===== config.mk =====
export PLATFORM = sky130hd
export DESIGN_NAME = multi_fx_meter
export DESIGN_NICKNAME = d
export VERILOG_FILES = /design/src/rtl/multi_fx_meter.sv
export SDC_FILE = /design/constraint.sdc
export NUM_CORES = 1
export LEC_CHECK = 0
export ABC_AREA = 1
export CAP_MARGIN = 20
export CORE_MARGIN = 5
export CORE_UTILIZATION = 42
export DETAILED_ROUTE_END_ITERATION = 6
export HOLD_SLACK_MARGIN = 0.12
export PLACE_DENSITY = 0.6
export SKIP_LAST_GASP = 1
export SLEW_MARGIN = 10
export SYNTH_ARGS = -nofsm -noshare
export SYNTH_HDL_FRONTEND = slang
export SYNTH_SLANG_ARGS = --single-unit

===== constraint.sdc =====
create_clock -name sys_clk -period 2 [get_ports sys_clk]
set_clock_uncertainty 0.1 [all_clocks]
set_input_delay 0.4 -clock sys_clk [delete_from_list [all_inputs] [get_ports sys_clk]]
set_output_delay 0.4 -clock sys_clk [all_outputs]
set_load 0.01 [all_outputs]

===== src/rtl/multi_fx_meter.sv =====
// rtl/multi_fx_meter.sv - multi-channel equal-precision frequency meter with ch0->ch1 phase delay
module multi_fx_meter #(
   parameter int CH          = 2,
   parameter int CNT_W       = 32,
   parameter int GATE_CYC    = 100_000_000,
   parameter int TIMEOUT_CYC = 100_000_000
) (
   input  logic                sys_clk,
   input  logic                rst_n,
   input  logic                start,
   input  logic                cont,
   input  logic [CH-1:0]       fx_in,
   output logic [CH*CNT_W-1:0] fx_cnt_o,
   output logic [CH*CNT_W-1:0] ref_cnt_o,
   output logic [CNT_W-1:0]    phase_cnt_o,
   output logic [CH-1:0]       timeout_o,
   output logic [CH-1:0]       ovf_o,
   output logic                valid,
   output logic                busy
);

   localparam int TMR_MAX = (GATE_CYC > TIMEOUT_CYC) ? GATE_CYC : TIMEOUT_CYC;
   localparam int TMR_W   = $clog2(TMR_MAX + 1);
   localparam logic [TMR_W-1:0] GATE_LAST = TMR_W'(GATE_CYC - 1);
   localparam logic [TMR_W-1:0] TO_LAST   = TMR_W'(TIMEOUT_CYC - 1);
   localparam logic [CNT_W-1:0] ONES      = '1;

   typedef enum logic [1:0] {S_IDLE, S_GATE, S_WAIT, S_DONE} state_t;

   state_t             state_q, state_d;
   logic [TMR_W-1:0]   tmr_q, tmr_d;
   logic [CH-1:0]      sync1_q, sync2_q, sync3_q, fx_edge;
   logic [CH-1:0]      open_q, open_d, closed_q, closed_d, ovfw_q, ovfw_d;
   logic [CNT_W-1:0]   nx_q [CH];
   logic [CNT_W-1:0]   nx_d [CH];
   logic [CNT_W-1:0]   ns_q [CH];
   logic [CNT_W-1:0]   ns_d [CH];
   logic               soft_gate;
   logic               valid_q;

   // Edge pulse is taken after the two synchroniser flops, so both gate ends see the same lag.
   assign fx_edge   = sync2_q & ~sync3_q;
   assign soft_gate = (state_q == S_GATE);
   assign busy      = (state_q != S_IDLE);
   assign valid     = valid_q;

   always_comb begin
      state_d = state_q;
      tmr_d   = tmr_q;
      case (state_q)
         S_IDLE: begin
            tmr_d = '0;
            if (start || cont) state_d = S_GATE;
         end
         S_GATE: begin
            if (tmr_q == GATE_LAST) begin
               state_d = S_WAIT;
               tmr_d   = '0;
            end else begin
               tmr_d = tmr_q + TMR_W'(1);
            end
         end
         S_WAIT: begin
            if ((&closed_q) || (tmr_q == TO_LAST)) state_d = S_DONE;
            else tmr_d = tmr_q + TMR_W'(1);
         end
         default: state_d = S_IDLE;
      endcase
   end

   always_comb begin
      open_d   = open_q;
      closed_d = closed_q;
      ovfw_d   = ovfw_q;
      nx_d     = nx_q;
      ns_d     = ns_q;
      for (int i = 0; i < CH; i++) begin
         if (state_q == S_IDLE) begin
            open_d[i]   = 1'b0;
            closed_d[i] = 1'b0;
            ovfw_d[i]   = 1'b0;
            nx_d[i]     = '0;
            ns_d[i]     = '0;
         end else if (!open_q[i]) begin
            if (soft_gate && fx_edge[i]) open_d[i] = 1'b1;
         end else if (!closed_q[i]) begin
            if (ns_q[i] == ONES) ovfw_d[i] = 1'b1;
            else ns_d[i] = ns_q[i] + CNT_W'(1);
            if (fx_edge[i]) begin
               if (nx_q[i] == ONES) ovfw_d[i] = 1'b1;
               else nx_d[i] = nx_q[i] + CNT_W'(1);
               if (!soft_gate) closed_d[i] = 1'b1;
            end
         end
      end
   end

   always_ff @(posedge sys_clk or negedge rst_n) begin
      if (!rst_n) begin
         state_q   <= S_IDLE;
         tmr_q     <= '0;
         sync1_q   <= '0;
         sync2_q   <= '0;
         sync3_q   <= '0;
         open_q    <= '0;
         closed_q  <= '0;
         ovfw_q    <= '0;
         valid_q   <= 1'b0;
         fx_cnt_o  <= '0;
         ref_cnt_o <= '0;
         timeout_o <= '0;
         ovf_o     <= '0;
         for (int i = 0; i < CH; i++) begin
            nx_q[i] <= '0;
            ns_q[i] <= '0;
         end
      end else begin
         state_q  <= state_d;
         tmr_q    <= tmr_d;
         sync1_q  <= fx_in;
         sync2_q  <= sync1_q;
         sync3_q  <= sync2_q;
         open_q   <= open_d;
         closed_q <= closed_d;
         ovfw_q   <= ovfw_d;
         nx_q     <= nx_d;
         ns_q     <= ns_d;
         valid_q  <= (state_q == S_DONE);
         if (state_q == S_DONE) begin
            // A channel that never closed reports zero counts and a timeout flag.
            for (int i = 0; i < CH; i++) begin
               timeout_o[i]                 <= ~closed_q[i];
               ovf_o[i]                     <= ovfw_q[i];
               fx_cnt_o[i*CNT_W +: CNT_W]   <= closed_q[i] ? nx_q[i] : '0;
               ref_cnt_o[i*CNT_W +: CNT_W]  <= closed_q[i] ? ns_q[i] : '0;
            end
         end
      end
   end

   generate
      if (CH >= 2) begin : g_phase
         logic             ph_arm_q, ph_arm_d, ph_done_q, ph_done_d;
         logic [CNT_W-1:0] ph_q, ph_d, ph_res_q;
         logic             arm_ok;

         // ch0 edge that opens its gate or falls inside the still-open gate.
         assign arm_ok = fx_edge[0] &&
                         ((soft_gate && !open_q[0]) || (open_q[0] && !closed_q[0]));

         always_comb begin
            ph_arm_d  = ph_arm_q;
            ph_done_d = ph_done_q;
            ph_d      = ph_q;
            if (state_q == S_IDLE) begin
               ph_arm_d  = 1'b0;
               ph_done_d = 1'b0;
               ph_d      = '0;
            end else if (!ph_arm_q) begin
               if (arm_ok) begin
                  ph_arm_d = 1'b1;
                  if (fx_edge[1]) ph_done_d = 1'b1;
               end
            end else if (!ph_done_q) begin
               if (ph_q != ONES) ph_d = ph_q + CNT_W'(1);
               if (fx_edge[1]) ph_done_d = 1'b1;
            end
         end

         always_ff @(posedge sys_clk or negedge rst_n) begin
            if (!rst_n) begin
               ph_arm_q  <= 1'b0;
               ph_done_q <= 1'b0;
               ph_q      <= '0;
               ph_res_q  <= '0;
            end else begin
               ph_arm_q  <= ph_arm_d;
               ph_done_q <= ph_done_d;
               ph_q      <= ph_d;
               if (state_q == S_DONE) ph_res_q <= ph_done_q ? ph_q : ONES;
            end
         end

         assign phase_cnt_o = ph_res_q;
      end else begin : g_no_phase
         assign phase_cnt_o = '0;
      end
   endgenerate

endmodule


# Word level (Yosys, flattened, before mapping)
# Index checks and enable logic that the tools add are counted.
[word_totals]
regBits = 368
word_cells = 155
out_inout_bits = 166
[classes]
n_reduce_logical = 32
mux = 70
eq_ne = 20
add_sub_neg = 6
bitwise_logic = 4
[op_table]
columns = ["op", "n"]
rows = [
  ["$mux W32", 27],
  ["$add A32 B1 Y32 const B", 5],
  ["$eq A32 B32 Y1 const B", 4],
  ["$pmux W27 S3", 1],
  ["$mux W27", 2],
  ["$mux W1", 36],
  ["$ne A32 B32 Y1 const B", 1],
  ["$add A27 B1 Y27 const B", 1],
  ["$eq A27 B27 Y1 const B", 1],
  ["$ne A2 B1 Y1 const B", 8],
  ["$reduce_bool A2 Y1", 7],
  ["$reduce_and A3 Y1", 4],
  ["$reduce_and A2 Y1", 5],
  ["$reduce_bool A3 Y1", 3],
  ["$reduce_and A4 Y1", 2],
  ["$mux W2", 3],
  ["$ne A2 B2 Y1 const B", 3],
  ["$pmux W2 S3", 1],
  ["$logic_and A1 B1 Y1", 5],
  ["$eq A2 B2 Y1 const B", 2],
  ["$logic_or A1 B1 Y1", 3],
  ["$and A2 B2 Y2", 1],
  ["$eq A2 B1 Y1 const B", 1],
  ["$logic_not A1 Y1", 2],
  ["3 further kinds", 4],
]

# Depth between registers and ports, before layout
[logic_depth]
word_depth = 7
mapped_depth = 13
mapped_depth_nobuf = 12

# Worst setup path before layout
# OpenSTA, ideal clock, no wires.
[synth_timing]
path_kind = "register -> output"
start = "reg state_q[0]"
end = "out busy"
arrival_time_ns = 1.433
path_slack_ns = 0.067
n_path_buf = 4
stages_incl_launch_ff = 8
path_cell_list = "dfrtp_1 inv_1 ha_1 buf_2 inv_1 buf_4 buf_2 buf_2"
[synth_between]
elab_chain_len = 1
[synth_rtl]
columns = ["element", "line_no", "source"]
rows = [
  ["start, declared", "30", "state_t state_q, state_d;"],
  ["start signal, assigned", "118", "state_q <= state_d;"],
  ["$reduce_bool A2 Y1", "44", "assign busy = (state_q != S_IDLE);"],
  ["end, declared", "19", "output logic busy"],
]
# No other way between the ends.

# Final worst setup path
[layout_timing]
start = "reg state_q[1]"
end = "out busy"
# The elaborated chain is that of the path after synthesis.

==> flow_summary.ini <==
[worst_setup_path]
cp-start-kind = flip-flop
crit_fanout = 3
worstPathArrival_ns = 1.49
r2r_setup_slack_ns = 0.04
critPathRequiredTime_ns = 1.50
worstReg2RegEnd = ns_q[19]$_DFFE_PN0P_
crit_end = busy
cpMaxStageDelayCell = dfrtp_1
crit_type = reg -> out
slowest_delay_ns = 0.37
r2r-start = state_q[1]$_DFFE_PN0P_
ff2ff_path_depth = 8
crit_path_cell_trace = inv_1, ha_4, inv_4, clkbuf_2
critPathCaptureType = primary output
startpoint = state_q[1]$_DFFE_PN0P_

[route]
drc_errors = 0
ant_nets = 0
num_vias = 18720
finalWirelength_mm = 60.91
drt_iter0_markers = 1377
vias_per_cell = 5.190
dr.pass1.iters = 5
wire_per_inst_um = 16.89

[timing]
worst_slew_pin_slew_ns = 0.5816
slew_viol_final = 0
finalHoldViolations = 0
rsz0062_at_grt = true
slew_headroom = 0.6122
setup_viol = 0
period_needed_ns = 1.988
tns_ns = 0
max_freq_mhz = 503.1
fin_crit_sh = 0.9939

[synth]
synthCells = 2674
ys.warnings.count = 0
syn_area_um2 = 19520
syn_area_per_cell_um2 = 7.300
ys_seq_area_frac = 0.4717
ys_ff_latch = 368
synth_nets = 2690
ys_types = 43

[clocking]
numCtsBuffers = 42
clk_pin_slew_ns = 0.06
htreeDepth = 2
tritoncts = yes
root_buffer = clkbuf_16
cts.sinks = 368
insertion_delay_ns = 0.57
clock_path_buffers = 3

[global_route]
gr-total-overflow = 0
grt_max_degree = 56
antenna_found_initial = 2
grt_pass1_wl_mm = 97.28
grt_pass1_vias = 18230
grt_usage = 0.2331

[floorplanning]
ios = 172
rows = 79
fp.dieW_um = 225.6
die_area_um2 = 50890
coreArea_um2 = 46260
die_y_um = 225.6
initial_core_util = 0.4220

[power]
p_per_area_nw_per_um2 = 930.6
peakVddDrop_uv = 666.7
p_leak_nw = 11.29
totalPowerFinal_mw = 23.09

[hold_path]
holdCritPathClass = in -> async

[finish]
fin_nets = 2988
drive_gt1_frac = 0.1117
area_delta_synth_final_pct = 27.10
nFillCells = 4559

[place]
gp_congestion = 0.9579
port_buffers = 171
hpwlAfterDp_mm = 44.02

[outcome]
outcome = finished clean

[run]
cap_violations = 0
-- metal layers --
| layer | up-vias | GRT usage | part of all wire |
|---|---|---|---|
| li1 | 9181 | - | - |
| met1 | 8911 | 0.3311 | 0.46 |
| met2 | 525 | 0.3681 | 0.45 |
| met3 | 105 | 0.03952 | 0.060 |
| met4 | 0 | 0.07165 | 0.027 |
| met5 | - | 0 | 0 |
-- critical path: cells and delay by family, from the launching register on --
family / cells / cell delay, ns
DFF: 1 / 0.37
buffers and inverters: 3 / 0.36
adders and majority gates: 1 / 0.18
-- power breakdown --
group | internal [mW] | total, mW | switching (mW)
Sequential | 7.87 | 8.15 | 0.276
Clock | 4.89 | 8.04 | 3.14
Combinational | 2.32 | 6.91 | 4.59
Total | 15.1 | 23.1 | 8.01
-- worst min-delay path by stage --
| stage | depth (start not counted) | slack, ns | to |
|---|---|---|---|
| 6_report | 2 | 0.24 | ns_q[19]$_DFFE_PN0P_ |
| 3_5_place_dp | 0 | 0.23 | sync2_q[1]$_DFF_PN0_ |
| 5_1_grt | 1 | 0.24 | sync1_q[0]$_DFF_PN0_ |
| 2_1_floorplan | 0 | 0.004 | closed_q[0]$_DFFE_PN0P_ |
| 3_3_place_gp | 0 | 0.23 | sync2_q[1]$_DFF_PN0_ |
| 4_1_cts | 1 | 0.21 | sync1_q[0]$_DFF_PN0_ |
-- sequential cells by signal, indices dropped and copies added (netlist names), 27 cells and up --
name,count
tmr_q,27
nx_q,64
ns_q,64
phase_cnt_o,32
g_phase.ph_q,32
fx_cnt_o,64
ref_cnt_o,64
-- repair_timing --
item | in CTS | in global routing
hold buffers | 1 | 0
endpoints found under the hold margin | 368 | 0
pin swaps | 0 | 8
endpoints found under the setup margin | 159 | 200
buffers inserted | 1 | 6
gates resized for setup | 112 | 85
cloned | 0 | 9
-- area by class of cell --
type,instances,area (µm²),area share
sequential,368,9214,0.3714
multi-input combinational,1960,9106,0.3670
timing repair buffer,340,3316,0.1336
clock buffer,59,1226,0.04942
inverter,260,993.5,0.04004
tap,607,759.5,0.03061
clock inverter,12,193.9,0.007816
antenna,1,2.502,0.0001009
-- synthesized netlist by cell type --
cell type	instances	share of area
buf_1	10	0.0019
a21oi_1	41	0.011
nand3_1	218	0.056
nand2_2	10	0.0032
nor2_1	316	0.061
clkinv_4	1	0.00045
clkbuf_2	3	0.00077
nor3b_1	2	0.00077
o21ai_2	15	0.0067
o211ai_1	1	0.00038
clkbuf_4	1	0.00038
dfrtp_1	368	0.47
xor2_1	53	0.024
buf_4	2	0.00077
ha_1	10	0.0064
buf_12	3	0.0031
or2_2	2	0.00064
a21boi_2	1	0.00058
a211oi_1	1	0.00038
nand2_4	1	0.00058
o2111ai_1	2	0.00090
inv_1	254	0.049
nor3_2	1	0.00051
nor2_2	8	0.0026
nor3_4	1	0.00083
and2_1	1	0.00032
nor4_1	1	0.00032
o21ai_0	259	0.066
nand3b_1	1	0.00038
nand2_1	847	0.16
xnor2_1	1	0.00045
a21oi_2	1	0.00045
buf_6	7	0.0040
nand4_1	37	0.012
o41ai_1	1	0.00045
inv_2	5	0.00096
clkbuf_1	40	0.0077
buf_2	23	0.0059
nor3_1	92	0.024
a22o_1	4	0.0018
nand3_2	3	0.0015
nor2_4	3	0.0017
o21ai_1	23	0.0059
-- per-stage QoR --
step                instance area (µm²)  hold slack, ns  cells  setup WS, ns    util
global placement                  23000          0.2340   3518       -0.2192  0.4971
detailed placement                23000          0.2347   3518       -0.3155  0.4971
global route                      24810          0.2364   3606      -0.06913  0.5363
finish                            24810          0.2449   3607       0.01226  0.5364
CTS                               24340          0.2127   3591       -0.2695  0.5261
floorplan                         19520        0.004409   2674       0.06741       -
-- kinds of logic (layout without fill, tap and decap cells) --
logic type	count (synthesis)	after routing	share of synthesized area
AO/OA/AOI/OAI	349	350	0.09448
XOR/XNOR	54	54	0.02423
buffers and inverters	349	671	0.07480
adder cells (fa/ha/maj)	10	10	0.006409
flip-flops	368	368	0.4717
other	0	1	0
AND/OR/NAND/NOR	1544	1546	0.3284
-- cell usage in the layout (no fill, tap or decap), drive strengths merged --
cell type | netlist | routed
nand3b | 1 | 1
nor3 | 94 | 94
nand3 | 221 | 221
ha | 10 | 10
nor4 | 1 | 1
nand4 | 37 | 37
o21ai | 297 | 297
bufinv | 0 | 5
a21boi | 1 | 1
nor3b | 2 | 2
diode | 0 | 1
clkinv | 1 | 5
o2111ai | 2 | 2
dlygate4sd2 | 0 | 104
o41ai | 1 | 1
xnor2 | 1 | 1
dlymetal6s2s | 0 | 24
and2 | 1 | 1
o211ai | 1 | 1
a22o | 4 | 4
nand2 | 858 | 860
xor2 | 53 | 53
nor2 | 327 | 327
dfrtp | 368 | 368
dlygate4sd3 | 0 | 1
clkinvlp | 0 | 2
or2 | 2 | 2
a21oi | 42 | 43
clkdlybuf4s50 | 0 | 41
inv | 259 | 260
buf | 45 | 164
a211oi | 1 | 1
clkbuf | 44 | 65
Power figures use the tool's default switching activity.
